File: src/rtl/iccm_port_arbiter_if.sv
// Request/grant and SRAM-side bundle for the ICCM port arbiter.
// The slave modport is the arbiter's view; master is the requesters-plus-SRAM side.
interface iccm_port_arbiter_if #(
  parameter int AW = 12,
  parameter int DW = 32
);
  logic          excl_b_i;

  logic          a_req_i;
  logic          a_gnt_o;
  logic          a_we_i;
  logic [AW-1:0] a_addr_i;
  logic [DW-1:0] a_wdata_i;
  logic [DW-1:0] a_wmask_i;
  logic [DW-1:0] a_rdata_o;
  logic          a_rvalid_o;

  logic          b_req_i;
  logic          b_gnt_o;
  logic          b_we_i;
  logic [AW-1:0] b_addr_i;
  logic [DW-1:0] b_wdata_i;
  logic [DW-1:0] b_wmask_i;
  logic [DW-1:0] b_rdata_o;
  logic          b_rvalid_o;

  logic          mem_req_o;
  logic          mem_we_o;
  logic [AW-1:0] mem_addr_o;
  logic [DW-1:0] mem_wdata_o;
  logic [DW-1:0] mem_wmask_o;
  logic [DW-1:0] mem_rdata_i;

  modport slave (
    input  excl_b_i,
    input  a_req_i, a_we_i, a_addr_i, a_wdata_i, a_wmask_i,
    output a_gnt_o, a_rdata_o, a_rvalid_o,
    input  b_req_i, b_we_i, b_addr_i, b_wdata_i, b_wmask_i,
    output b_gnt_o, b_rdata_o, b_rvalid_o,
    output mem_req_o, mem_we_o, mem_addr_o, mem_wdata_o, mem_wmask_o,
    input  mem_rdata_i
  );

  modport master (
    output excl_b_i,
    output a_req_i, a_we_i, a_addr_i, a_wdata_i, a_wmask_i,
    input  a_gnt_o, a_rdata_o, a_rvalid_o,
    output b_req_i, b_we_i, b_addr_i, b_wdata_i, b_wmask_i,
    input  b_gnt_o, b_rdata_o, b_rvalid_o,
    input  mem_req_o, mem_we_o, mem_addr_o, mem_wdata_o, mem_wmask_o,
    output mem_rdata_i
  );
endinterface

File: src/rtl/iccm_port_arbiter.sv
// Single-port ICCM sharing between fetch (A, priority) and loader (B, starvation guard).
// Optional grant/conflict statistics are enabled with `define ICCM_ARB_STATS_EN.
module iccm_port_arbiter #(
  parameter int AW      = 12,
  parameter int DW      = 32,
  parameter int MaxWait = 4
) (
  input  logic                 clk_i,
  input  logic                 rst_ni,
  iccm_port_arbiter_if.slave   bus
`ifdef ICCM_ARB_STATS_EN
  ,
  output logic [15:0]          a_grant_cnt_o,
  output logic [15:0]          b_grant_cnt_o,
  output logic [15:0]          conflict_cnt_o
`endif
);

  typedef struct packed {
    logic          we;
    logic [AW-1:0] addr;
    logic [DW-1:0] wdata;
    logic [DW-1:0] wmask;
  } sram_req_t;

  typedef enum logic {
    OwnA = 1'b0,
    OwnB = 1'b1
  } owner_e;

  typedef struct packed {
    logic   vld;
    owner_e own;
  } rtag_t;

  localparam logic [3:0] WaitMax = 4'(MaxWait);

  sram_req_t  a_req, b_req, mem_req;
  logic       a_gnt, b_gnt;
  logic [3:0] wait_cnt, wait_cnt_d;
  rtag_t      rtag_q, rtag_d;

  assign a_req = '{we: bus.a_we_i, addr: bus.a_addr_i, wdata: bus.a_wdata_i, wmask: bus.a_wmask_i};
  assign b_req = '{we: bus.b_we_i, addr: bus.b_addr_i, wdata: bus.b_wdata_i, wmask: bus.b_wmask_i};

  // Exclusive mode hands the macro to the loader; otherwise A wins unless B has starved.
  always_comb begin
    a_gnt = 1'b0;
    b_gnt = 1'b0;
    if (bus.excl_b_i) begin
      b_gnt = bus.b_req_i;
    end else if (bus.b_req_i && (wait_cnt == WaitMax)) begin
      b_gnt = 1'b1;
    end else if (bus.a_req_i) begin
      a_gnt = 1'b1;
    end else if (bus.b_req_i) begin
      b_gnt = 1'b1;
    end
  end

  always_comb begin
    mem_req = '0;
    if (a_gnt)      mem_req = a_req;
    else if (b_gnt) mem_req = b_req;
  end

  assign bus.a_gnt_o     = a_gnt;
  assign bus.b_gnt_o     = b_gnt;
  assign bus.mem_req_o   = a_gnt | b_gnt;
  assign bus.mem_we_o    = mem_req.we;
  assign bus.mem_addr_o  = mem_req.addr;
  assign bus.mem_wdata_o = mem_req.wdata;
  assign bus.mem_wmask_o = mem_req.wmask;

  always_comb begin
    wait_cnt_d = wait_cnt;
    if (!bus.b_req_i || b_gnt) begin
      wait_cnt_d = 4'd0;
    end else if (wait_cnt != WaitMax) begin
      wait_cnt_d = wait_cnt + 4'd1;
    end
  end

  always_comb begin
    rtag_d     = '0;
    rtag_d.vld = (a_gnt | b_gnt) & ~mem_req.we;
    rtag_d.own = b_gnt ? OwnB : OwnA;
  end

  always_ff @(posedge clk_i or negedge rst_ni) begin
    if (!rst_ni) begin
      wait_cnt <= 4'd0;
      rtag_q   <= '0;
    end else begin
      wait_cnt <= wait_cnt_d;
      rtag_q   <= rtag_d;
    end
  end

  // Read data is steered to the tagged owner only; everyone else sees zero.
  assign bus.a_rvalid_o = rtag_q.vld & (rtag_q.own == OwnA);
  assign bus.b_rvalid_o = rtag_q.vld & (rtag_q.own == OwnB);
  assign bus.a_rdata_o  = bus.a_rvalid_o ? bus.mem_rdata_i : '0;
  assign bus.b_rdata_o  = bus.b_rvalid_o ? bus.mem_rdata_i : '0;

`ifdef ICCM_ARB_STATS_EN
  function automatic logic [15:0] sat_inc(input logic [15:0] c, input logic en);
    return (en && (c != 16'hFFFF)) ? c + 16'd1 : c;
  endfunction

  logic conflict;
  assign conflict = bus.a_req_i & bus.b_req_i & ~bus.excl_b_i;

  always_ff @(posedge clk_i or negedge rst_ni) begin
    if (!rst_ni) begin
      a_grant_cnt_o  <= 16'd0;
      b_grant_cnt_o  <= 16'd0;
      conflict_cnt_o <= 16'd0;
    end else begin
      a_grant_cnt_o  <= sat_inc(a_grant_cnt_o, a_gnt);
      b_grant_cnt_o  <= sat_inc(b_grant_cnt_o, b_gnt);
      conflict_cnt_o <= sat_inc(conflict_cnt_o, conflict);
    end
  end
`endif

endmodule

File: src/flat_wrapper.sv
// flat-port wrapper written by rule: the top's interface ports become plain ports
module iccm_port_arbiter_flat 
#(
  parameter int AW      = 12,
  parameter int DW      = 32,
  parameter int MaxWait = 4
)
  (clk_i, rst_ni, bus_excl_b_i, bus_a_req_i, bus_a_we_i, bus_a_addr_i, bus_a_wdata_i, bus_a_wmask_i, bus_a_gnt_o, bus_a_rdata_o, bus_a_rvalid_o, bus_b_req_i, bus_b_we_i, bus_b_addr_i, bus_b_wdata_i, bus_b_wmask_i, bus_b_gnt_o, bus_b_rdata_o, bus_b_rvalid_o, bus_mem_req_o, bus_mem_we_o, bus_mem_addr_o, bus_mem_wdata_o, bus_mem_wmask_o, bus_mem_rdata_i);
  iccm_port_arbiter_if #(.AW(AW), .DW(DW)) bus_i ();
  input  logic clk_i;
  input  logic rst_ni;
  input wire logic [$bits(bus_i.excl_b_i)-1:0] bus_excl_b_i;
  input wire logic [$bits(bus_i.a_req_i)-1:0] bus_a_req_i;
  input wire logic [$bits(bus_i.a_we_i)-1:0] bus_a_we_i;
  input wire logic [$bits(bus_i.a_addr_i)-1:0] bus_a_addr_i;
  input wire logic [$bits(bus_i.a_wdata_i)-1:0] bus_a_wdata_i;
  input wire logic [$bits(bus_i.a_wmask_i)-1:0] bus_a_wmask_i;
  output wire logic [$bits(bus_i.a_gnt_o)-1:0] bus_a_gnt_o;
  output wire logic [$bits(bus_i.a_rdata_o)-1:0] bus_a_rdata_o;
  output wire logic [$bits(bus_i.a_rvalid_o)-1:0] bus_a_rvalid_o;
  input wire logic [$bits(bus_i.b_req_i)-1:0] bus_b_req_i;
  input wire logic [$bits(bus_i.b_we_i)-1:0] bus_b_we_i;
  input wire logic [$bits(bus_i.b_addr_i)-1:0] bus_b_addr_i;
  input wire logic [$bits(bus_i.b_wdata_i)-1:0] bus_b_wdata_i;
  input wire logic [$bits(bus_i.b_wmask_i)-1:0] bus_b_wmask_i;
  output wire logic [$bits(bus_i.b_gnt_o)-1:0] bus_b_gnt_o;
  output wire logic [$bits(bus_i.b_rdata_o)-1:0] bus_b_rdata_o;
  output wire logic [$bits(bus_i.b_rvalid_o)-1:0] bus_b_rvalid_o;
  output wire logic [$bits(bus_i.mem_req_o)-1:0] bus_mem_req_o;
  output wire logic [$bits(bus_i.mem_we_o)-1:0] bus_mem_we_o;
  output wire logic [$bits(bus_i.mem_addr_o)-1:0] bus_mem_addr_o;
  output wire logic [$bits(bus_i.mem_wdata_o)-1:0] bus_mem_wdata_o;
  output wire logic [$bits(bus_i.mem_wmask_o)-1:0] bus_mem_wmask_o;
  input wire logic [$bits(bus_i.mem_rdata_i)-1:0] bus_mem_rdata_i;
  assign bus_i.excl_b_i = bus_excl_b_i;
  assign bus_i.a_req_i = bus_a_req_i;
  assign bus_i.a_we_i = bus_a_we_i;
  assign bus_i.a_addr_i = bus_a_addr_i;
  assign bus_i.a_wdata_i = bus_a_wdata_i;
  assign bus_i.a_wmask_i = bus_a_wmask_i;
  assign bus_a_gnt_o = bus_i.a_gnt_o;
  assign bus_a_rdata_o = bus_i.a_rdata_o;
  assign bus_a_rvalid_o = bus_i.a_rvalid_o;
  assign bus_i.b_req_i = bus_b_req_i;
  assign bus_i.b_we_i = bus_b_we_i;
  assign bus_i.b_addr_i = bus_b_addr_i;
  assign bus_i.b_wdata_i = bus_b_wdata_i;
  assign bus_i.b_wmask_i = bus_b_wmask_i;
  assign bus_b_gnt_o = bus_i.b_gnt_o;
  assign bus_b_rdata_o = bus_i.b_rdata_o;
  assign bus_b_rvalid_o = bus_i.b_rvalid_o;
  assign bus_mem_req_o = bus_i.mem_req_o;
  assign bus_mem_we_o = bus_i.mem_we_o;
  assign bus_mem_addr_o = bus_i.mem_addr_o;
  assign bus_mem_wdata_o = bus_i.mem_wdata_o;
  assign bus_mem_wmask_o = bus_i.mem_wmask_o;
  assign bus_i.mem_rdata_i = bus_mem_rdata_i;
  iccm_port_arbiter #(.AW(AW), .DW(DW), .MaxWait(MaxWait)) u_core (.clk_i(clk_i), .rst_ni(rst_ni), .bus(bus_i));
endmodule
File: config.mk
export PLATFORM = sky130hd
export DESIGN_NAME = iccm_port_arbiter_flat
export DESIGN_NICKNAME = d
export VERILOG_FILES = /design/src/rtl/iccm_port_arbiter_if.sv /design/src/rtl/iccm_port_arbiter.sv /design/src/flat_wrapper.sv
export SDC_FILE = /design/constraint.sdc
export NUM_CORES = 1
export LEC_CHECK = 0
export BUFFER_PORTS_ARGS = -buffer_cell sky130_fd_sc_hd__buf_2
export CAP_MARGIN = 5
export CORE_AREA = 3 3 129 131
export DETAILED_ROUTE_END_ITERATION = 10
export DIE_AREA = 0 0 132 134
export GPL_TIMING_DRIVEN = 0
export SLEW_MARGIN = 20
export SYNTH_ARGS = -nofsm -noshare
export SYNTH_HDL_FRONTEND = slang
export SYNTH_SLANG_ARGS = --single-unit
File: constraint.sdc
create_clock -name clk_i -period 3.1 [get_ports clk_i]
set_input_delay 0.155 -clock clk_i [delete_from_list [all_inputs] [get_ports clk_i]]
set_output_delay 0.155 -clock clk_i [all_outputs]
set_load 0.005 [all_outputs]
# Yosys cells after proc, flatten, opt, wreduce, memory -nomap -nowiden
# Index checks and enable logic that the tools add are counted.
# op_classes
n_eq_ne	2
addsub	1
mul	0
bitwise	6
magnitude_cmp	0
div	0
shift	0
mux	14
reduce_logical	4
# ops
operator	count
$mux W77	2
$mux W32	2
$mux W1	8
$mux W4	2
$add A4 B1 Y4 const B	1
$eq A4 B3 Y1 const B	1
$ne A4 B3 Y1 const B	1
$and A1 B1 Y1	3
$not A1 Y1	2
$reduce_bool A2 Y1	1
$logic_and A1 B1 Y1	1
$logic_not A1 Y1	1
$logic_or A1 B1 Y1	1
$or A1 B1 Y1	1
# word_totals
rom_bits	0
ff_bits	6
word_cells	30
output_inout_bits	146
n_memories	0
latch_bits	0
ramBits	0
inputBits	191

# Logic depth before layout (Yosys ltp)
# depth
depth_word	8
mapped_depth	7
mapped_depth_nobuf	5

# Worst setup path after synthesis
# OpenSTA, ideal clock, no wires.
# synth_timing
kind	register to output
from	register u_core.wait_cnt[0]
to	output bus_mem_addr_o[10]
t_arrival_ps	1367
stages_incl_launch_ff	8
t_required_ps	2945
setup_slack_ps	1578
n_path_buf	2
cell_sequence	dfrtp_1 -> inv_1 -> ha_1 -> nand3b_4 -> o21a_1 -> buf_4 -> buf_6 -> a22o_1
# synth_between
elab_cells_between_ends	8
cone_classes	eq/ne (1); mux (6); reduce/logical (1)
# synth_lines
element	line	source
start: declaration	iccm_port_arbiter.sv:40	logic [3:0] wait_cnt, wait_cnt_d;
start signal: assignment	iccm_port_arbiter.sv:95	wait_cnt <= wait_cnt_d;
$eq A4 B3 Y1	iccm_port_arbiter.sv:52	end else if (bus.b_req_i && (wait_cnt == WaitMax)) begin
$logic_and A1 B1 Y1	iccm_port_arbiter.sv:52	
$mux W1	iccm_port_arbiter.sv:52	
$mux W1	iccm_port_arbiter.sv:50	if (bus.excl_b_i) begin
named net bus_a_gnt_o	flat_wrapper.sv:18	output wire logic [$bits(bus_i.a_gnt_o)-1:0] bus_a_gnt_o;
$mux W77	iccm_port_arbiter.sv:63	if (a_gnt) mem_req = a_req;
end: declaration	flat_wrapper.sv:31	output wire logic [$bits(bus_i.mem_addr_o)-1:0] bus_mem_addr_o;
# The timed path passes the listed nets, and every way through them passes these cells.

# Final worst setup path
# layout_timing
from	register u_core.wait_cnt[0]
to	output bus_mem_wdata_o[26]
# layout_between
elab_chain_cells	6
elab_cells_between_ends	8
cone_classes	eq/ne (1); mux (6); reduce/logical (1)
# layout_lines
element	line	source
$eq A4 B3 Y1 (*)	iccm_port_arbiter.sv:52	
$logic_and A1 B1 Y1 (*)	iccm_port_arbiter.sv:52	
$mux W1	iccm_port_arbiter.sv:52	
$mux W1	iccm_port_arbiter.sv:50	
$mux W77	iccm_port_arbiter.sv:64	else if (b_gnt) mem_req = b_req;
$mux W77 (*)	iccm_port_arbiter.sv:63	
end: declaration	flat_wrapper.sv:32	output wire logic [$bits(bus_i.mem_wdata_o)-1:0] bus_mem_wdata_o;
# Every way passes the cells marked *; elsewhere a longest branch is shown, timed or not.

==> results.yml <==
placement:
  io_buffers: 336
  gp_congestion: 0.718
  preCtsSetupSlack_ps: 1220
  dp_hpwl_mm: 9.41
  placed_cell_area_um2: 3520
route:
  met3_length_um: 989
  drc_errors: 0
  wl_met1_mm: 3.87
  routed.top_layer: "met4"
  drt-pass1-iter-count: 4
  wl_per_cell_um: 14.2
  vias_per_cell: 3.89
  routed-wl-met2_mm: 5.74
  num_vias: 2924
  ant_nets: 0
  wirelength_mm: 10.7
  first_iter_violations: 88
finish:
  final_cell_mix: "buf_2, a22o_1, and3_1, and2_1, clkbuf_1"
  drive_gt1_share_pct: 67.1
  final_cell_area_um2: 3610
  final_common_cell: "buf_2"
  diodes: 0
  area_delta_synth_final_pct: 130
  nets: 730
pwr:
  clkPwrFrac_pct: 28.2
  vdd_ir_drop_max_uv: 158
  switchingPower_mw: 0.248
  intPower_mw: 0.498
  swShare_pct: 33.2
  seqPwrFrac_pct: 11.4
  power.total_mw: 0.746
  p_per_area_nw_per_um2: 207
  p_leak_nw: 2.36
  combinationalPowerShare_pct: 60.4
yosys:
  syn_inst: 195
  ys_top_cells_by_area: "a22o_1, and3_1, and2_1"
  synth_top_cell_by_area: "a22o_1"
  netlist_area_um2: 1570
  synth.distinct_cells: 19
  avgSynthCellArea_um2: 8.05
  seq_area_frac_synth_pct: 9.57
  yosys.area.top_type_share_pct: 43.5
  synth.ff_latch_count: 6
  yosys_warnings: 0
  syn_nets: 388
run_status:
  outcome: "complete, no violations"
die:
  die_w_um: 132
  fp.dieH_um: 134
  start_util_pct: 9.99
  dieArea_um2: 17700
  std_cell_rows: 46
  io-pin-count: 337
  core_region_area_um2: 15700
worst_setup_path:
  reg2reg_depth: 6
  cp.required_ps: 2940
  cp.arrival_ps: 1940
  start_kind: "flop"
  endpoint: "bus_mem_wdata_o[26]"
  r2r-end: "u_core.rtag_q[1]$_DFF_PN0_"
  worstSetupStartpoint: "u_core.wait_cnt[0]$_DFFE_PN0P_"
  crit_path_max_fanout: 10
  r2r-start: "u_core.wait_cnt[0]$_DFFE_PN0P_"
  r2r_setup_slack_ps: 1590
  end_kind: "primary output"
  critPathKind: "flop to primary output"
global_route:
  antenna_found_initial: 0
  grt_overflow: 0
  grt_pass1_wl_mm: 15.0
  grt_max_degree: 12
  grt_pass1_vias: 2700
  grt_usage_pct: 10.6
hold_path:
  hp-class: "primary input to flop"
sta:
  min_period_ps: 2100
  fin_ws_ps: 1000
  rsz0062_at_grt: "no"
  fmax_mhz: 476
  period_share_pct: 67.7
  maxSlewViolCount: 0
  relSlewSlack_pct: 73.7
  setup_viol: 0
  tightest_slew_ps: 395
  fin_worst_skew_ps: 0.545
  finalHoldViolations: 0
  setup_tns_ps: 0
clocking:
  clockRootBuffer: "clkbuf_16"
  cts_buffer_depth: 2
  insertion_delay_ps: 230
  cts_inserted_buffers: 3
  htreeDepth: 1
  cts_tree: "built"
  cts.sinks: 6
  path_clk_slew_ps: 40
flow_run:
  cap_viol_max_count: 0
==> Yosys cell counts <==
master,instances
or2_2,1
ha_1,2
xnor2_1,1
buf_4,2
dfrtp_1,6
inv_1,5
and2b_1,1
nor2b_1,1
a22o_1,78
o21a_1,1
nand3b_4,1
buf_2,7
nand3_1,1
buf_6,8
xor2_1,1
and2_1,33
clkbuf_1,9
a21oi_4,1
and3_1,36
==> sequential cells by signal (all words and copies together) (netlist names) <==
signal and flops:
u_core.wait_cnt 4, u_core.rtag_q 2
==> critical path, stage by stage, from the launching register on <==
cell and delay [ps]:
dfrtp_1 390, inv_1 80, ha_1 180, nand3b_4 100, a21oi_4 290, buf_4 240
buf_6 160, a22o_1 170, buf_2 120
==> area by class of cell <==
class / count / area, um2
tap: 216 / 270
timing repair buffer: 337 / 1690
fill: 1745 / 12100
multi-input combinational: 158 / 1230
clock buffer: 3 / 75.1
sequential: 6 / 150
buffer: 26 / 174
inverter: 5 / 18.8
==> power by group through the flow <==
stage / logic (mW) / clock network (mW) / registers [mW]
floorplan: 0.181 / 0 / 0.0846
global placement: 0.455 / 0 / 0.0862
detailed placement: 0.456 / 0 / 0.0864
CTS: 0.459 / 0.215 / 0.0854
global route: 0.495 / 0.220 / 0.0862
finish: 0.451 / 0.210 / 0.0850
==> worst min-delay path by stage <==
stage	start	end	slack (ps)	cells past startpoint
floorplan	rst_ni	u_core.rtag_q[0]$_DFF_PN0_	-140	0
global placement	rst_ni	u_core.wait_cnt[1]$_DFFE_PN0P_	10	1
CTS	bus_b_req_i	u_core.wait_cnt[3]$_DFFE_PN0P_	250	2
finish	bus_b_req_i	u_core.wait_cnt[2]$_DFFE_PN0P_	250	2
detailed placement	rst_ni	u_core.wait_cnt[1]$_DFFE_PN0P_	20	1
global route	bus_b_req_i	u_core.wait_cnt[3]$_DFFE_PN0P_	260	2
==> stage by stage <==
step                std cells  hold WS (ps)  utilization [%]
floorplan                 195          -141                -
global placement          747          14.0             22.4
detailed placement        747          17.0             22.4
CTS                       751           252             22.9
global route              751           262             22.9
finish                    751           247             22.9
==> per-layer routing <==
metal | track usage, % | up-vias
li1 | - | 1433
met1 | 11.4 | 1300
met2 | 21.3 | 189
met3 | 2.29 | 2
met4 | 1.93 | 0
met5 | 0 | -
==> what timing repair did <==
item,in CTS,in global routing
gates resized for setup,0,0
setup buffers,0,0
endpoints found under the hold margin,6,0
hold buffers,1,0
==> kinds of logic after synthesis <==
group | share of synthesized area (%)
simple gates | 30.4
compound gates | 45.1
fa+ha+maj | 1.59
flops | 9.57
xor+xnor | 1.12
buf+inv | 12.3
Note: power is estimated with default switching activity, not from simulation.
